### src/rtl/ipv_slot_if.sv
// Lane-side bundle of the IPV slot scheduler: requester handshake, reducer
// serial/result path and the tagged response.
interface ipv_slot_if #(
  parameter int K = 4,
  parameter int N = 4
);
  localparam int ID_W = ($clog2(N) > 1) ? $clog2(N) : 1;

  logic [N-1:0]   req;
  logic [N*K-1:0] req_bits;
  logic [N-1:0]   gnt;
  logic           ipv_out;
  logic [K-1:0]   vov_in;
  logic           rsp_valid;
  logic [ID_W-1:0] rsp_id;
  logic [K-1:0]   rsp_vov;
  logic           busy;

  modport master (
    output req, req_bits, vov_in,
    input  gnt, ipv_out, rsp_valid, rsp_id, rsp_vov, busy
  );

  modport slave (
    input  req, req_bits, vov_in,
    output gnt, ipv_out, rsp_valid, rsp_id, rsp_vov, busy
  );
endinterface

### src/rtl/ipv_slot_scheduler.sv
// Round-robin sharing of one serial IPV reducer: grant once per K-cycle slot,
// shift the winning frame out LSB first, and tag the reducer result with the winner id.
module ipv_slot_scheduler #(
  parameter int K       = 4,
  parameter int N       = 4,
  parameter int RES_LAT = 3
) (
  input  logic     clk,
  input  logic     rst_n,
  ipv_slot_if.slave bus
);
  localparam int ID_W = ($clog2(N) > 1) ? $clog2(N) : 1;
  localparam logic [2:0] PH_LAST = 3'(K - 1);

  logic [2:0]      phase_r;
  logic [ID_W-1:0] ptr_r;
  logic [K-1:0]    shift_r;
  logic            ipv_r;
  logic            active_r;
  logic [ID_W-1:0] act_id_r;
  logic [RES_LAT-1:0] pipe_vld_r;
  logic [ID_W-1:0] pipe_id_r [RES_LAT];

  logic            slot_end_s;
  logic            any_req_s;
  logic [N-1:0]    ge_mask_s;
  logic [N-1:0]    hi_req_s;
  logic [N-1:0]    pick_src_s;
  logic [N-1:0]    win_onehot_s;
  logic [ID_W-1:0] win_id_s;
  logic [ID_W-1:0] next_ptr_s;
  logic [K-1:0]    win_bits_s;

  assign slot_end_s = (phase_r == PH_LAST);
  assign any_req_s  = |bus.req;
  assign next_ptr_s = (win_id_s == ID_W'(N - 1)) ? {ID_W{1'b0}} : win_id_s + ID_W'(1);

  // Round-robin pick: lowest requester at or above the pointer, else lowest overall.
  always_comb begin
    ge_mask_s    = ~((N'(1) << ptr_r) - N'(1));
    hi_req_s     = bus.req & ge_mask_s;
    pick_src_s   = (hi_req_s != {N{1'b0}}) ? hi_req_s : bus.req;
    win_onehot_s = pick_src_s & (~pick_src_s + N'(1));
    win_id_s     = {ID_W{1'b0}};
    win_bits_s   = {K{1'b0}};
    for (int i = 0; i < N; i++) begin
      win_id_s   = win_id_s | (win_onehot_s[i] ? ID_W'(i) : {ID_W{1'b0}});
      win_bits_s = win_bits_s | (win_onehot_s[i] ? bus.req_bits[i*K +: K] : {K{1'b0}});
    end
  end

  // Free-running slot phase, in lockstep with the reducer's own slot counter.
  always_ff @(posedge clk or negedge rst_n) begin
    if (!rst_n) begin
      phase_r <= 3'd0;
    end else begin
      phase_r <= slot_end_s ? 3'd0 : phase_r + 3'd1;
    end
  end

  // Frame capture at slot end; bit 0 goes straight to the output register so
  // phase 0 of the next slot already carries it.
  always_ff @(posedge clk or negedge rst_n) begin
    if (!rst_n) begin
      ptr_r    <= {ID_W{1'b0}};
      shift_r  <= {K{1'b0}};
      ipv_r    <= 1'b0;
      active_r <= 1'b0;
      act_id_r <= {ID_W{1'b0}};
    end else if (slot_end_s) begin
      active_r <= any_req_s;
      act_id_r <= win_id_s;
      ipv_r    <= win_bits_s[0];
      shift_r  <= {1'b0, win_bits_s[K-1:1]};
      ptr_r    <= any_req_s ? next_ptr_s : ptr_r;
    end else begin
      ipv_r    <= shift_r[0];
      shift_r  <= {1'b0, shift_r[K-1:1]};
    end
  end

  // Tag delay line: RES_LAT cycles matches the reducer's result latency.
  always_ff @(posedge clk or negedge rst_n) begin
    if (!rst_n) begin
      pipe_vld_r <= {RES_LAT{1'b0}};
      for (int s = 0; s < RES_LAT; s++) begin
        pipe_id_r[s] <= {ID_W{1'b0}};
      end
    end else begin
      pipe_vld_r[0] <= slot_end_s & active_r;
      pipe_id_r[0]  <= (slot_end_s & active_r) ? act_id_r : {ID_W{1'b0}};
      for (int s = 1; s < RES_LAT; s++) begin
        pipe_vld_r[s] <= pipe_vld_r[s-1];
        pipe_id_r[s]  <= pipe_id_r[s-1];
      end
    end
  end

  assign bus.gnt       = slot_end_s ? win_onehot_s : {N{1'b0}};
  assign bus.ipv_out   = ipv_r;
  assign bus.rsp_valid = pipe_vld_r[RES_LAT-1];
  assign bus.rsp_id    = pipe_vld_r[RES_LAT-1] ? pipe_id_r[RES_LAT-1] : {ID_W{1'b0}};
  assign bus.rsp_vov   = pipe_vld_r[RES_LAT-1] ? bus.vov_in : {K{1'b0}};
  assign bus.busy      = active_r | (|pipe_vld_r);
endmodule

### src/flat_wrapper.sv
// flat-port wrapper written by rule: the top's interface ports become plain ports
module ipv_slot_scheduler_flat 
#(
  parameter int K       = 4,
  parameter int N       = 4,
  parameter int RES_LAT = 3
)
  (clk, rst_n, bus_req, bus_req_bits, bus_vov_in, bus_gnt, bus_ipv_out, bus_rsp_valid, bus_rsp_id, bus_rsp_vov, bus_busy);
  ipv_slot_if #(.K(K), .N(N)) bus_i ();
  input  logic clk;
  input  logic rst_n;
  input wire logic [$bits(bus_i.req)-1:0] bus_req;
  input wire logic [$bits(bus_i.req_bits)-1:0] bus_req_bits;
  input wire logic [$bits(bus_i.vov_in)-1:0] bus_vov_in;
  output wire logic [$bits(bus_i.gnt)-1:0] bus_gnt;
  output wire logic [$bits(bus_i.ipv_out)-1:0] bus_ipv_out;
  output wire logic [$bits(bus_i.rsp_valid)-1:0] bus_rsp_valid;
  output wire logic [$bits(bus_i.rsp_id)-1:0] bus_rsp_id;
  output wire logic [$bits(bus_i.rsp_vov)-1:0] bus_rsp_vov;
  output wire logic [$bits(bus_i.busy)-1:0] bus_busy;
  assign bus_i.req = bus_req;
  assign bus_i.req_bits = bus_req_bits;
  assign bus_i.vov_in = bus_vov_in;
  assign bus_gnt = bus_i.gnt;
  assign bus_ipv_out = bus_i.ipv_out;
  assign bus_rsp_valid = bus_i.rsp_valid;
  assign bus_rsp_id = bus_i.rsp_id;
  assign bus_rsp_vov = bus_i.rsp_vov;
  assign bus_busy = bus_i.busy;
  ipv_slot_scheduler #(.K(K), .N(N), .RES_LAT(RES_LAT)) u_core (.clk(clk), .rst_n(rst_n), .bus(bus_i));
endmodule
### config.mk
export PLATFORM = sky130hd
export DESIGN_NAME = ipv_slot_scheduler_flat
export DESIGN_NICKNAME = d
export VERILOG_FILES = /design/src/rtl/ipv_slot_if.sv /design/src/rtl/ipv_slot_scheduler.sv /design/src/flat_wrapper.sv
export SDC_FILE = /design/constraint.sdc
export NUM_CORES = 1
export LEC_CHECK = 0
export CELL_PAD_IN_SITES_DETAIL_PLACEMENT = 1
export CELL_PAD_IN_SITES_GLOBAL_PLACEMENT = 1
export CORE_UTILIZATION = 33
export DETAILED_ROUTE_END_ITERATION = 10
export PLACE_DENSITY_LB_ADDON = 0.1
export SYNTH_ARGS = -nofsm -noshare
export SYNTH_HDL_FRONTEND = slang
export SYNTH_SLANG_ARGS = --single-unit
### constraint.sdc
create_clock -name clk -period 2.56 [get_ports clk]
set_clock_uncertainty 0.15 [all_clocks]
set_input_delay 0.512 -clock clk [delete_from_list [all_inputs] [get_ports clk]]
set_output_delay 0.512 -clock clk [all_outputs]
set_load 0.01 [all_outputs]
Word-level counts from Yosys, hierarchy flattened:

Cells that the tools add are included.

* add/sub/neg operators: 4
* equality and inequality tests: 2
* shift-type cells: 1
* muxes and demuxes: 16
* bitwise operators: 11
* reductions and logical operators: 4

Operators with widths (number)
* $mux W4: 7
* $or A4 B4 Y4: 3
* $mux W2: 5
* $and A4 B4 Y4: 2
* $not A4 Y4: 2
* $mux W3: 2
* $add A4 B1 Y4 const B: 1
* $or A2 B2 Y2: 2
* $reduce_bool A4 Y1: 1
* $reduce_or A4 Y1: 1
* $shl A1 B2 Y4 const A: 1
* $sub A4 B2 Y4 const B: 1
* $add A3 B1 Y3 const B: 1
* $eq A3 B2 Y1 const B: 1
* $reduce_or A3 Y1: 1
* $add A2 B1 Y2 const B: 1
* $eq A2 B2 Y1 const B: 1
* $mux W1: 2
* $reduce_and A2 Y1: 1
* $and A1 B1 Y1: 1
* $or A1 B1 Y1: 1

* bits in registers: 22
* input port bits: 26
* output and inout port bits: 13
* word-level logic and storage cells: 48

Depth between registers and ports, before layout:

Gate-level depths: netlist of run 1.

* depth after elaboration: 14
* depth in mapped cells: 8
* gate-level depth less buffers: 7

Worst setup path before layout of run 1:

No wires, ideal clock.

* path kind: input -> output
* start point: input port bus_req[0]
* end point: output port bus_gnt[2]
* arrival: 1.360 ns
* data required time: 1.898 ns
* setup slack: 0.538 ns
* stages: 5
* path buffers: 1
* cells stage by stage: buf_6 -> or2_4 -> a21oi_4 -> o21ai_2 -> nor2_1

* cells in the longest elaborated chain, start to end: 7

Ends and longest elaborated chain
* start, declared: RTL line flat_wrapper.sv:12 `input wire logic [$bits(bus_i.req)-1:0] bus_req;`
* $and A4 B4 Y4: RTL line ipv_slot_scheduler.sv:41 `hi_req_s = bus.req & ge_mask_s;`
* $reduce_bool A4 Y1: RTL line ipv_slot_scheduler.sv:42 `pick_src_s = (hi_req_s != {N{1'b0}}) ? hi_req_s : bus.req;`
* $mux W4 (*): RTL line ipv_slot_scheduler.sv:42
* $not A4 Y4: RTL line ipv_slot_scheduler.sv:43 `win_onehot_s = pick_src_s & (~pick_src_s + N'(1));`
* $add A4 B1 Y4: RTL line ipv_slot_scheduler.sv:43
* $and A4 B4 Y4 (*): RTL line ipv_slot_scheduler.sv:43
* $mux W4 (*): RTL line ipv_slot_scheduler.sv:99 `assign bus.gnt = slot_end_s ? win_onehot_s : {N{1'b0}};`
* end, declared: RTL line flat_wrapper.sv:15 `output wire logic [$bits(bus_i.gnt)-1:0] bus_gnt;`

Every way passes the cells marked *; elsewhere a longest branch is shown, timed or not.

Worst setup path after layout of run 1:

* start point: input port bus_req[3]
* end point: output port bus_gnt[0]

* cells in the longest elaborated chain, start to end: 7

Ends and longest elaborated chain (RTL line)
* $and A4 B4 Y4 (*): ipv_slot_scheduler.sv:41
* $reduce_bool A4 Y1 (*): ipv_slot_scheduler.sv:42
* $mux W4 (*): ipv_slot_scheduler.sv:42
* $not A4 Y4: ipv_slot_scheduler.sv:43
* $add A4 B1 Y4: ipv_slot_scheduler.sv:43
* $and A4 B4 Y4 (*): ipv_slot_scheduler.sv:43
* $mux W4 (*): ipv_slot_scheduler.sv:99

Marked as above.

==> results of run 1 <==
==> registers in the layout, indices dropped and copies added, names as in the netlist <==
signal              count
u_core.phase_r          3
u_core.act_id_r         2
u_core.ptr_r            2
u_core.pipe_id_r        6
u_core.pipe_vld_r       3
u_core.shift_r          3
u_core.bus.ipv_out      1
u_core.active_r         1
==> power groups by stage <==
stage / clock, mW / sequential, mW / combinational (mW)
3_3_place_gp: 0 / 0.449 / 0.392
3_5_place_dp: 0 / 0.456 / 0.407
6_report: 0.152 / 0.453 / 0.411
5_1_grt: 0.170 / 0.465 / 0.458
2_1_floorplan: 0 / 0.442 / 0.213
4_1_cts: 0.160 / 0.449 / 0.407
==> cells in the mapped netlist <==
library cell and count:
buf_6 2, nor2_1 10, nand3_1 2, a2bb2oi_1 1
a21oi_1 1, a21oi_4 1, o211ai_1 4, nor2_2 1
dfrtp_1 21, a31oi_2 1, buf_1 1, o22ai_1 1
o21bai_2 1, o31ai_4 1, a32o_1 1, ha_1 2
o211ai_2 1, and2_1 7, a31oi_1 8, o21ai_2 1
or4_1 1, nor2b_1 3, o211a_1 1, o21a_1 1
o21ai_0 1, a22oi_1 4, and3_1 6, buf_2 1
or2b_1 1, nand2_1 4, nand2b_1 1, o21bai_1 1
or2_4 1, o21ba_1 1, and3_2 1, mux2_1 1
==> cells by family after synthesis <==
kind of cell / after synthesis / share of synthesized area
adder cells (fa/ha/maj): 2 / 0.0236
multiplexers: 1 / 0.0106
AO/OA/AOI/OAI: 31 / 0.247
flip-flops: 21 / 0.495
AND/OR/NAND/NOR: 38 / 0.194
buffers and inverters: 4 / 0.0294
==> metrics by stage <==
stage	total power, mW	TNS (ns)	hold WS (ns)	setup WS (ns)	utilization
2_1_floorplan	0.654	0	0.0664	0.538	-
3_3_place_gp	0.841	-0.870	0.183	-0.235	0.520
3_5_place_dp	0.863	-1.14	0.186	-0.295	0.520
4_1_cts	1.01	-0.0418	0.202	-0.0418	0.526
5_1_grt	1.09	0	0.218	0.00314	0.531
6_report	1.02	0	0.197	0.0370	0.531
==> path summary, 6_finish.rpt <==
check | depth (start not counted) | from | endpoint
min in group asynchronous | 2 | rst_n | u_core.pipe_id_r[1]
min reg2reg | 0 | u_core.pipe_id_r[5] | u_core.pipe_id_r[3]
max in group asynchronous | 2 | rst_n | u_core.ptr_r[1]
min | 0 | u_core.pipe_id_r[5] | u_core.pipe_id_r[3]
max reg2reg | 7 | u_core.ptr_r[0] | u_core.ptr_r[1]
max | 5 | bus_req[3] | bus_gnt[0]
==> layer usage <==
metal,vias to the layer above,global-route usage,share of wire
met5,-,0,0
met4,0,0.0306,0.0069
met3,2,0.0440,0.048
met2,27,0.292,0.46
met1,471,0.250,0.48
li1,467,-,-
==> layout make-up <==
cell class | count | area (um2)
Tap cell | 44 | 55.1
Fill cell | 365 | 1430
Multi-Input combinational cell | 72 | 522
Clock buffer | 3 | 22.5
Sequential cell | 21 | 527
Timing Repair Buffer | 54 | 489
Clock inverter | 1 | 5.00
==> timing repair <==
action | 4_1_cts | 5_1_grt
hold buffers | 0 | 0
setup endpoints to repair | 4 | 2
resized for setup | 6 | 8
setup buffers | 0 | 0
==> results.yml, run 1 <==
grt:
  grt_max_degree: 22
  antenna_found_initial: 0
  overflow: 0
  grt_usage: 0.181
  grt_pass1_wl_mm: 4.62
  grt_pass1_vias: 987
power:
  powerDensity_nw_per_um2: 627
  p_leak_nw: 0.727
  p_sw_frac: 0.331
  power_frac_comb: 0.404
  power_switching_uw: 336
  seq_power_share: 0.446
  clockPowerShare: 0.150
  p_int_uw: 680
  peakVddDrop_uv: 299
setup_path:
  cp-end-kind: "primary output"
  crit_required_ns: 1.90
  critPathArrivalTime_ns: 1.86
  worstSetupPathType: "in2out"
  critPathTopFamily: "buffers and inverters"
  cpPeakStageDelay_ns: 0.52
  path_max_fanout: 6
  worstPathCellList: "dlygate4sd2_1 -> buf_4 -> o22ai_2 -> and3_2 -> clkdlybuf4s50_1"
  slowest_stage: "clkdlybuf4s50_1"
  crit_buf_inv: 3
  start_kind: "input port"
  r2r_slack_ns: 0.54
floorplanning:
  num_rows: 20
  die_height_um: 58.7
  die-area_um2: 3450
  die_x_um: 58.7
  core_area_um2: 3050
  initial_core_util: 0.348
  ios: 39
worst_hold_path:
  hp-class: "reg2reg"
finish:
  stdcell_area_um2: 1620
  antennaDiodeCount: 0
  syn_to_final_growth_pct: 52.5
  final_nets: 180
  drive_gt1_frac: 0.232
  final_cells: 195
  final_common_cell: "clkdlybuf4s50_1"
  mostFrequentLayoutCells: "clkdlybuf4s50_1, dfrtp_1, buf_4, nor2_1, a31oi_1"
placed_design:
  hpwl_mm: 2.25
  dpl_cell_area_um2: 1590
  io_buffers: 38
  gpl.final_weighted_congestion: 0.758
  place_inst: 191
synth:
  synth_area_leaders: "dfrtp_1, a31oi_1, and2_1"
  netlist_area_um2: 1060
  yosysWarnings: 0
  netlist_instances: 97
  syn_avg_cell_area_um2: 11.0
  synth_cell_types: 36
  yosys.area.top_type: "dfrtp_1"
  yosys.area.top_type_share: 0.495
  syn-num-nets: 125
  synth_seq_cells: 21
  yosysSeqAreaShare: 0.495
routing:
  route.detailed.drc: 0
  wl_mm: 2.75
  viasPerCell: 4.96
  antenna_left: 0
  drtPass1Iterations: 4
  vias: 967
  wire_per_inst_um: 14.1
  drt_iter0_drc: 24
sta:
  relSlewSlack: 0.783
  setup_viol: 0
  slew_violations: 0
  rsz0062_at_grt: "no"
  tightest_slew_ns: 0.325
  max_freq_mhz: 396
  period_needed_ns: 2.52
  finalHoldViolCount: 0
  finalCritPeriodShare: 0.986
clock_tree:
  path_clk_slew_ns: 0.12
  htree_num_levels: 1
  clock_sinks: 21
  clk_latency_ns: 0.30
  cts_buffer_depth: 2
  cts_tree: "yes"
  cts_buffers: 3
  cts_root_buf: "clkbuf_4"
run:
  maxCapViolations: 0
run_status:
  status: "completed"
(Power assumes the default switching activity.)
==> run 2, diff against run 1 <==
--- a/constraint.sdc
+++ b/constraint.sdc
@@ -3,3 +3,3 @@
 set_input_delay 0.512 -clock clk [delete_from_list [all_inputs] [get_ports clk]]
 set_output_delay 0.512 -clock clk [all_outputs]
-set_load 0.01 [all_outputs]
+set_load 0.005 [all_outputs]
==> run 2 against run 1 <==
Compared with the run above: cell area up 3.4%; routed wire length up 7.3%; combinational power up 25%; final cell count up 2.1%; maximum frequency about the same; first-iteration DRC count down 21%; non-clock buffer count up 4; total power up 8.4%; critical path type unchanged; largest cell class is now non-clock buffers.
==> results.yml, run 2 (synthesized netlist as in run 1, its figures left out) <==
routing:
  antenna_left: 0
  vias: 987
  route.detailed.drc: 0
  wire_per_inst_um: 14.8
  drtPass1Iterations: 4
  drt_iter0_drc: 19
  wl_mm: 2.95
  viasPerCell: 4.96
clock_tree:
  cts_tree: "yes"
  cts_root_buf: "clkbuf_4"
  ctsHoldBuffers: 0
  cts_buffers: 3
  clock_sinks: 21
  path_clk_slew_ns: 0.12
  clk_latency_ns: 0.30
  htree_num_levels: 1
  cts_buffer_depth: 2
sta:
  relSlewSlack: 0.782
  setup_slack_ns: 0.0357
  period_needed_ns: 2.52
  tns_ns: 0
  finalHoldViolCount: 0
  setup_viol: 0
  max_freq_mhz: 396
  tightest_slew_ns: 0.327
  holdWs_ns: 0.196
  finalCritPeriodShare: 0.986
  slew_violations: 0
floorplanning:
  die_height_um: 58.7
  num_rows: 20
  core_area_um2: 3050
  die_x_um: 58.7
  initial_core_util: 0.348
  ios: 39
  die-area_um2: 3450
placed_design:
  dp_slack_ns: -0.242
  place_inst: 191
  gpl.final_weighted_congestion: 0.756
  io_buffers: 38
  dpl_cell_area_um2: 1590
  hpwl_mm: 2.29
finish:
  stdcell_area_um2: 1680
  mostFrequentLayoutCells: "clkdlybuf4s50_1, buf_4, dfrtp_1, nor2_1, a31oi_1"
  antennaDiodeCount: 0
  final_nets: 184
  final_cells: 199
  largest_reg_flops: 6
  postLayoutCoreUtil: 0.549
  drive_gt1_frac: 0.265
  top_register: "u_core.pipe_id_r"
  syn_to_final_growth_pct: 57.7
  final_common_cell: "clkdlybuf4s50_1"
worst_hold_path:
  whs_path_depth: 0
  hp-class: "reg2reg"
setup_path:
  slowest_stage: "clkdlybuf4s50_1"
  path_max_fanout: 6
  start_kind: "input port"
  critPathArrivalTime_ns: 1.86
  reg2reg_depth: 8
  cpPeakStageDelay_ns: 0.52
  worstPathCellList: "dlygate4sd2_1 -> buf_4 -> o22ai_2 -> and3_2 -> clkdlybuf4s50_1"
  worstSetupPathType: "in2out"
  r2r_slack_ns: 0.57
  crit_required_ns: 1.90
  cp-end-kind: "primary output"
power:
  finalPower_mw: 1.10
  peakVddDrop_uv: 328
  powerDensity_nw_per_um2: 658
  p_leak_nw: 0.784
grt:
  overflow: 0
  grt_max_degree: 22
  grt_usage: 0.189
  antenna_found_initial: 0
  grt_pass1_vias: 1023
  grt_pass1_wl_mm: 4.80
run_status:
  status: "completed"
run:
  maxCapViolations: 0
run 2: timing repair:
action                                 in CTS  in global routing
setup buffers                               3                  1
setup endpoints to repair                   4                  3
gates resized for setup                     8                  9
endpoints found under the hold margin       0                  0
cloned                                      0                  0
pin swaps                                   0                  1
run 2: worst paths after layout:
check / startpoint / end
max: bus_req[3] / bus_gnt[0]
min: u_core.pipe_id_r[5] / u_core.pipe_id_r[3]
max reg2reg: u_core.ptr_r[1] / u_core.ptr_r[1]
min reg2reg: u_core.pipe_id_r[5] / u_core.pipe_id_r[3]
max in group asynchronous: rst_n / u_core.ptr_r[1]
min in group asynchronous: rst_n / u_core.pipe_id_r[1]
run 2: worst max-delay path, delay by kind of cell:
kind,cells,cell delay (ns)
AO/OA/AOI/OAI,1,0.17
buffers and inverters,3,0.98
AND/OR/NAND/NOR,1,0.20
run 2: per-layer routing:
metal | GRT usage | wire length [um]
met1 | 0.265 | 1370
met2 | 0.297 | 1380
met3 | 0.0440 | 146
met4 | 0.0408 | 54
met5 | 0 | 0
run 2: where the power goes:
part	total, mW	internal, mW	switching (mW)	leakage [nW]
Clock	0.154	0.0582	0.0954	0.0177
Combinational	0.515	0.283	0.232	0.504
Sequential	0.433	0.399	0.0336	0.263
Total	1.10	0.741	0.361	0.784
run 2: cell type report:
class / count / area (um2)
Fill cell: 361 / 1380
Timing Repair Buffer: 58 / 538
Sequential cell: 21 / 528
Multi-Input combinational cell: 72 / 527
Tap cell: 44 / 55.1
Clock buffer: 3 / 22.5
Clock inverter: 1 / 5.00
==> run 3, diff against run 2 <==
CELL_PAD_IN_SITES_DETAIL_PLACEMENT = not set   (was 1)
CELL_PAD_IN_SITES_GLOBAL_PLACEMENT = not set   (was 1)
CORE_ASPECT_RATIO = 0.8   (was not set)
CORE_UTILIZATION = 43   (was 33)
PLACE_DENSITY = 0.9   (was not set)
PLACE_DENSITY_LB_ADDON = not set   (was 0.1)
==> run 3 against run 2 <==
Compared with the run above: routed wire length fell by 12%; cell area is 3.0% lower; sequential cell count unchanged; setup slack improved by 0.046 ns; die area shrank 22%; clock-buffer cell count unchanged; via count down 0.41%; non-clock buffer count decreased by 1; final cell count shrank 10%; clock power about the same; maximum frequency is 1.9% higher; sequential power is 3% higher; the flow now finishes with violations (design-rule violations).
==> results.yml, run 3 (synthesized netlist as in run 1, its figures left out) <==
run_status:
  status: "finished with violations"
  violations: "design-rule violations"
sta:
  setup_viol: 0
  slew_violations: 0
  finalHoldViolCount: 0
  holdWs_ns: 0.211
  relSlewSlack: 0.784
  max_freq_mhz: 404
  setup_slack_ns: 0.0821
  tightest_slew_ns: 0.323
  finalCritPeriodShare: 0.968
  period_needed_ns: 2.48
setup_path:
  critPathTopFamily: "buffers and inverters"
  cp-end-kind: "primary output"
  crit_required_ns: 1.90
  slowest_stage: "clkdlybuf4s50_1"
  worstSetupPathType: "reg2out"
  worstPathCellList: "buf_4 -> a21oi_2 -> o211ai_1 -> nor2_1 -> clkdlybuf4s50_1"
  critPathArrivalTime_ns: 1.82
  crit_buf_inv: 2
  cp-startpoint: "u_core.ptr_r[1]"
  path_max_fanout: 5
  r2r-start: "u_core.ptr_r[1]"
  cpPeakStageDelay_ns: 0.51
  reg2reg_depth: 7
  worstSetupPathDepth: 5
  start_kind: "flop"
finish:
  top_register: "u_core.pipe_id_r"
  final_nets: 183
  mostFrequentLayoutCells: "clkdlybuf4s50_1, buf_4, dfrtp_1, nor2_1, a31oi_1"
  fillers: 155
  multi_input_area_um2: 520
  antennaDiodeCount: 0
  drive_gt1_frac: 0.247
  postLayoutCoreUtil: 0.728
  stdcell_area_um2: 1630
  largest_reg_flops: 6
  final_common_cell: "clkdlybuf4s50_1"
  syn_to_final_growth_pct: 53.0
  seqCellArea_um2: 528
placed_design:
  dp_slack_ns: -0.287
  io_buffers: 38
  gpl.final_weighted_congestion: 0.857
  dpl_cell_area_um2: 1570
  hpwl_mm: 2.06
routing:
  top_layer_used: "met4"
  viasPerCell: 5.49
  route.detailed.drc: 4
  wl_mm: 2.61
  wirelength_met1_mm: 1.08
  drtPass1Iterations: 7
  met3WireLength_um: 132
  met2_length_mm: 1.38
  antenna_left: 0
  vias: 983
  wire_per_inst_um: 14.6
  drt_iter0_drc: 19
floorplanning:
  die_x_um: 57.6
  initial_core_util: 0.476
  ios: 39
  die_height_um: 46.5
  die-area_um2: 2670
  core_area_um2: 2230
  num_rows: 15
clock_tree:
  cts_tree: "yes"
  ctsHoldBuffers: 0
  clk_latency_ns: 0.30
  cts_buffers: 3
  clock_sinks: 21
  path_clk_slew_ns: 0.11
  cts_root_buf: "clkbuf_4"
  cts_buffer_depth: 2
  htree_num_levels: 1
grt:
  grt_max_degree: 22
  grt_pass1_wl_mm: 4.04
  antenna_found_initial: 0
  overflow: 0
  grt_usage: 0.211
  grt_pass1_vias: 913
worst_hold_path:
  hp-class: "reg2reg"
  whs_path_depth: 0
  worstHoldStart: "u_core.pipe_id_r[3]"
power:
  peakVddDrop_uv: 440
  powerDensity_nw_per_um2: 643
  p_leak_nw: 0.774
  finalPower_mw: 1.05
run:
  maxCapViolations: 0
## run 3: timing repair
item | 4_1_cts | 5_1_grt
pin swaps | 1 | 0
buffers inserted | 2 | 0
resized for setup | 9 | 6
endpoints found under the setup margin | 4 | 3
## run 3: path summary, 6_finish.rpt
| kind | to | slack [ns] |
|---|---|---|
| max in group asynchronous | u_core.ptr_r[0] | 1.65 |
| max | bus_gnt[1] | 0.08 |
| min | u_core.pipe_id_r[1] | 0.21 |
| max reg2reg | u_core.ptr_r[1] | 0.60 |
| min in group asynchronous | u_core.bus.ipv_out | 0.39 |
| min reg2reg | u_core.pipe_id_r[1] | 0.21 |
## run 3: area by class of cell
| cell class | count | share of cell area |
|---|---|---|
| clock buffer | 3 | 0.0139 |
| clock inverter | 1 | 0.00308 |
| multi-input combinational | 72 | 0.320 |
| sequential | 21 | 0.325 |
| tap | 25 | 0.0192 |
| timing repair buffer | 57 | 0.319 |
## run 3: metrics by stage
| stage | TNS [ns] | std cells |
|---|---|---|
| finish | 0 | 179 |
| global route | -0.0137 | 179 |
| CTS | 0 | 179 |
| detailed placement | -0.899 | 173 |
| global placement | -0.793 | 173 |
| floorplan | 0 | 97 |
## run 3: per-layer routing
metal  GRT usage  up-vias
met5           0        -
met4      0.0683        0
met3      0.0449        2
met2       0.400       33
met1       0.241      473
li1            -      475
## run 3: report_power, final
| part | internal [mW] | total (mW) | leakage (nW) | switching (mW) |
|---|---|---|---|---|
| registers | 0.399 | 0.444 | 0.263 | 0.0450 |
| logic | 0.244 | 0.447 | 0.493 | 0.203 |
| clock network | 0.0583 | 0.155 | 0.0177 | 0.0965 |
| total | 0.702 | 1.05 | 0.774 | 0.344 |
## run 3: worst register-to-register path: stages, from the launching register on
cell,delay [ns]
dfrtp_2,0.46
or2b_1,0.27
a21oi_4,0.17
o21ai_2,0.09
buf_4,0.15
nand2_1,0.07
ha_1,0.22
mux2_1,0.28
==> variant (settings of run 1) <==
`K` is set to 4 in 3 places; all go to 3.
--- a/src/rtl/ipv_slot_if.sv
+++ b/src/rtl/ipv_slot_if.sv
@@ -1,7 +1,7 @@
 // Lane-side bundle of the IPV slot scheduler: requester handshake, reducer
 // serial/result path and the tagged response.
 interface ipv_slot_if #(
-  parameter int K = 4,
+  parameter int K = 3,
   parameter int N = 4
 );
   localparam int ID_W = ($clog2(N) > 1) ? $clog2(N) : 1;
--- a/src/rtl/ipv_slot_scheduler.sv
+++ b/src/rtl/ipv_slot_scheduler.sv
@@ -1,7 +1,7 @@
 // Round-robin sharing of one serial IPV reducer: grant once per K-cycle slot,
 // shift the winning frame out LSB first, and tag the reducer result with the winner id.
 module ipv_slot_scheduler #(
-  parameter int K       = 4,
+  parameter int K       = 3,
   parameter int N       = 4,
   parameter int RES_LAT = 3
 ) (
--- a/src/flat_wrapper.sv
+++ b/src/flat_wrapper.sv
@@ -1,7 +1,7 @@
 // flat-port wrapper written by rule: the top's interface ports become plain ports
 module ipv_slot_scheduler_flat 
 #(
-  parameter int K       = 4,
+  parameter int K       = 3,
   parameter int N       = 4,
   parameter int RES_LAT = 3
 )
Ports: changed (resized bus_req_bits, bus_rsp_vov and bus_vov_in); port bits go from 39 to 33. No check against the original RTL was run, so the function may have changed too.
==> variant against run 1 <==
Routed wire length shrank 9.0%. Cell area decreased by 6.6%. Hold slack improved by 0.014 ns. Sequential power fell by 4.6%. Total power grew 0.23%. Setup slack gained 0.10 ns. Sequential share of layout area increased by 0.58 points. Synthesized cell count shrank 5.2%. Area after synthesis decreased by 7.7%. Sequential cell count fell by 1. Highest routed layer unchanged.
==> variant: results (changes against run 1) <==
Status: complete, no violations
Slew headroom: 0.680 (-0.103)
Worst setup margin: 0.138 ns (+0.101 ns)
Mapped Nets: 114 (-8.8%)
DR iter-0 viols: 12 (-50%)
R2r startpoint: u_core.ptr_r[1]
Gate count of the mapped netlist: 92 (-5.2%)
Fin util: 0.544 (+0.0131)
Pwr/cell area: 673 mW/mm2 (+7.4%)
CP max stage delay: 0.38 ns (-0.14 ns)
Post-CTS Resized: 9 (+3)
IO buf count: 32 (-16%)
DP Worst Slack: -0.401 ns (-0.106 ns)
Non-CTS buffers: 52 (-3.7%)
Final wirelength: 2500 um (-9.0%)
Area of placed instances: 0.00146 mm2 (-7.7%)
#MultiIn Comb: 67 (-6.9%)
Fin cells: 176 (-9.7%)
Peak supply drop: 0.000676 V (+130%)
GPL Wtd Cong: 0.784 (+3.4%)
Register area share after synthesis: 0.510 (+0.0155)
Sw Ratio: 0.290 (-0.0406)
Hold Path Sink: u_core.pipe_id_r[0]
Share of cells above drive strength 1: 0.228 (-0.00420)
Inst Count DP: 172 (-9.9%)
Fillcell total: 310 (-15%)
R2R Setup Slk: 0.60 ns (+0.06 ns)
Clock net power: 249 uW (+64%)
Clk sinks: 20 (-4.8%)
Largest net degree at the start of global routing: 21 (-4.5%)
First-pass GRT wire length: 4350 um (-6.0%)
Fraction of area in multi-input gates: 0.299 (-0.0226)
Hold Crit Start: u_core.pipe_id_r[2]
-- variant: cell count changes after synthesis, sizes merged, moves of 3 or more --
cell           run 1  this run
a31oi              9         5
and3               7         4
o211ai             5         1
a22oi              4         1
nor2              11         8
nand3              2         7
-- variant: metal layers --
metal	GRT usage	up-vias	routed length (um)
met3	0.0438	2	79
met5	0	-	0
met4	0.0488	0	13
met1	0.226	451	1170
met2	0.289	16	1230
li1	-	446	-
-- variant: kinds of logic (layout without fill, tap and decap cells) --
group	after synthesis	in the layout	share of synthesized area
AOI/OAI and AO/OA	20	20	0.171
xor gates and xnor gates	1	1	0.00893
adders and majority gates	1	1	0.0128
buffers and inverters	5	58	0.0344
DFF	20	20	0.510
muxes	1	1	0.0115
and+or+nand+nor	44	44	0.251
-- variant: worst reg2reg max path, cell delays in order, from the launching register on --
cell and delay [ns]:
dfrtp_1 0.56, or2b_1 0.28, o311ai_2 0.09, nand2_2 0.09, buf_4 0.14, nand2_1 0.06
ha_1 0.21, mux2_1 0.28
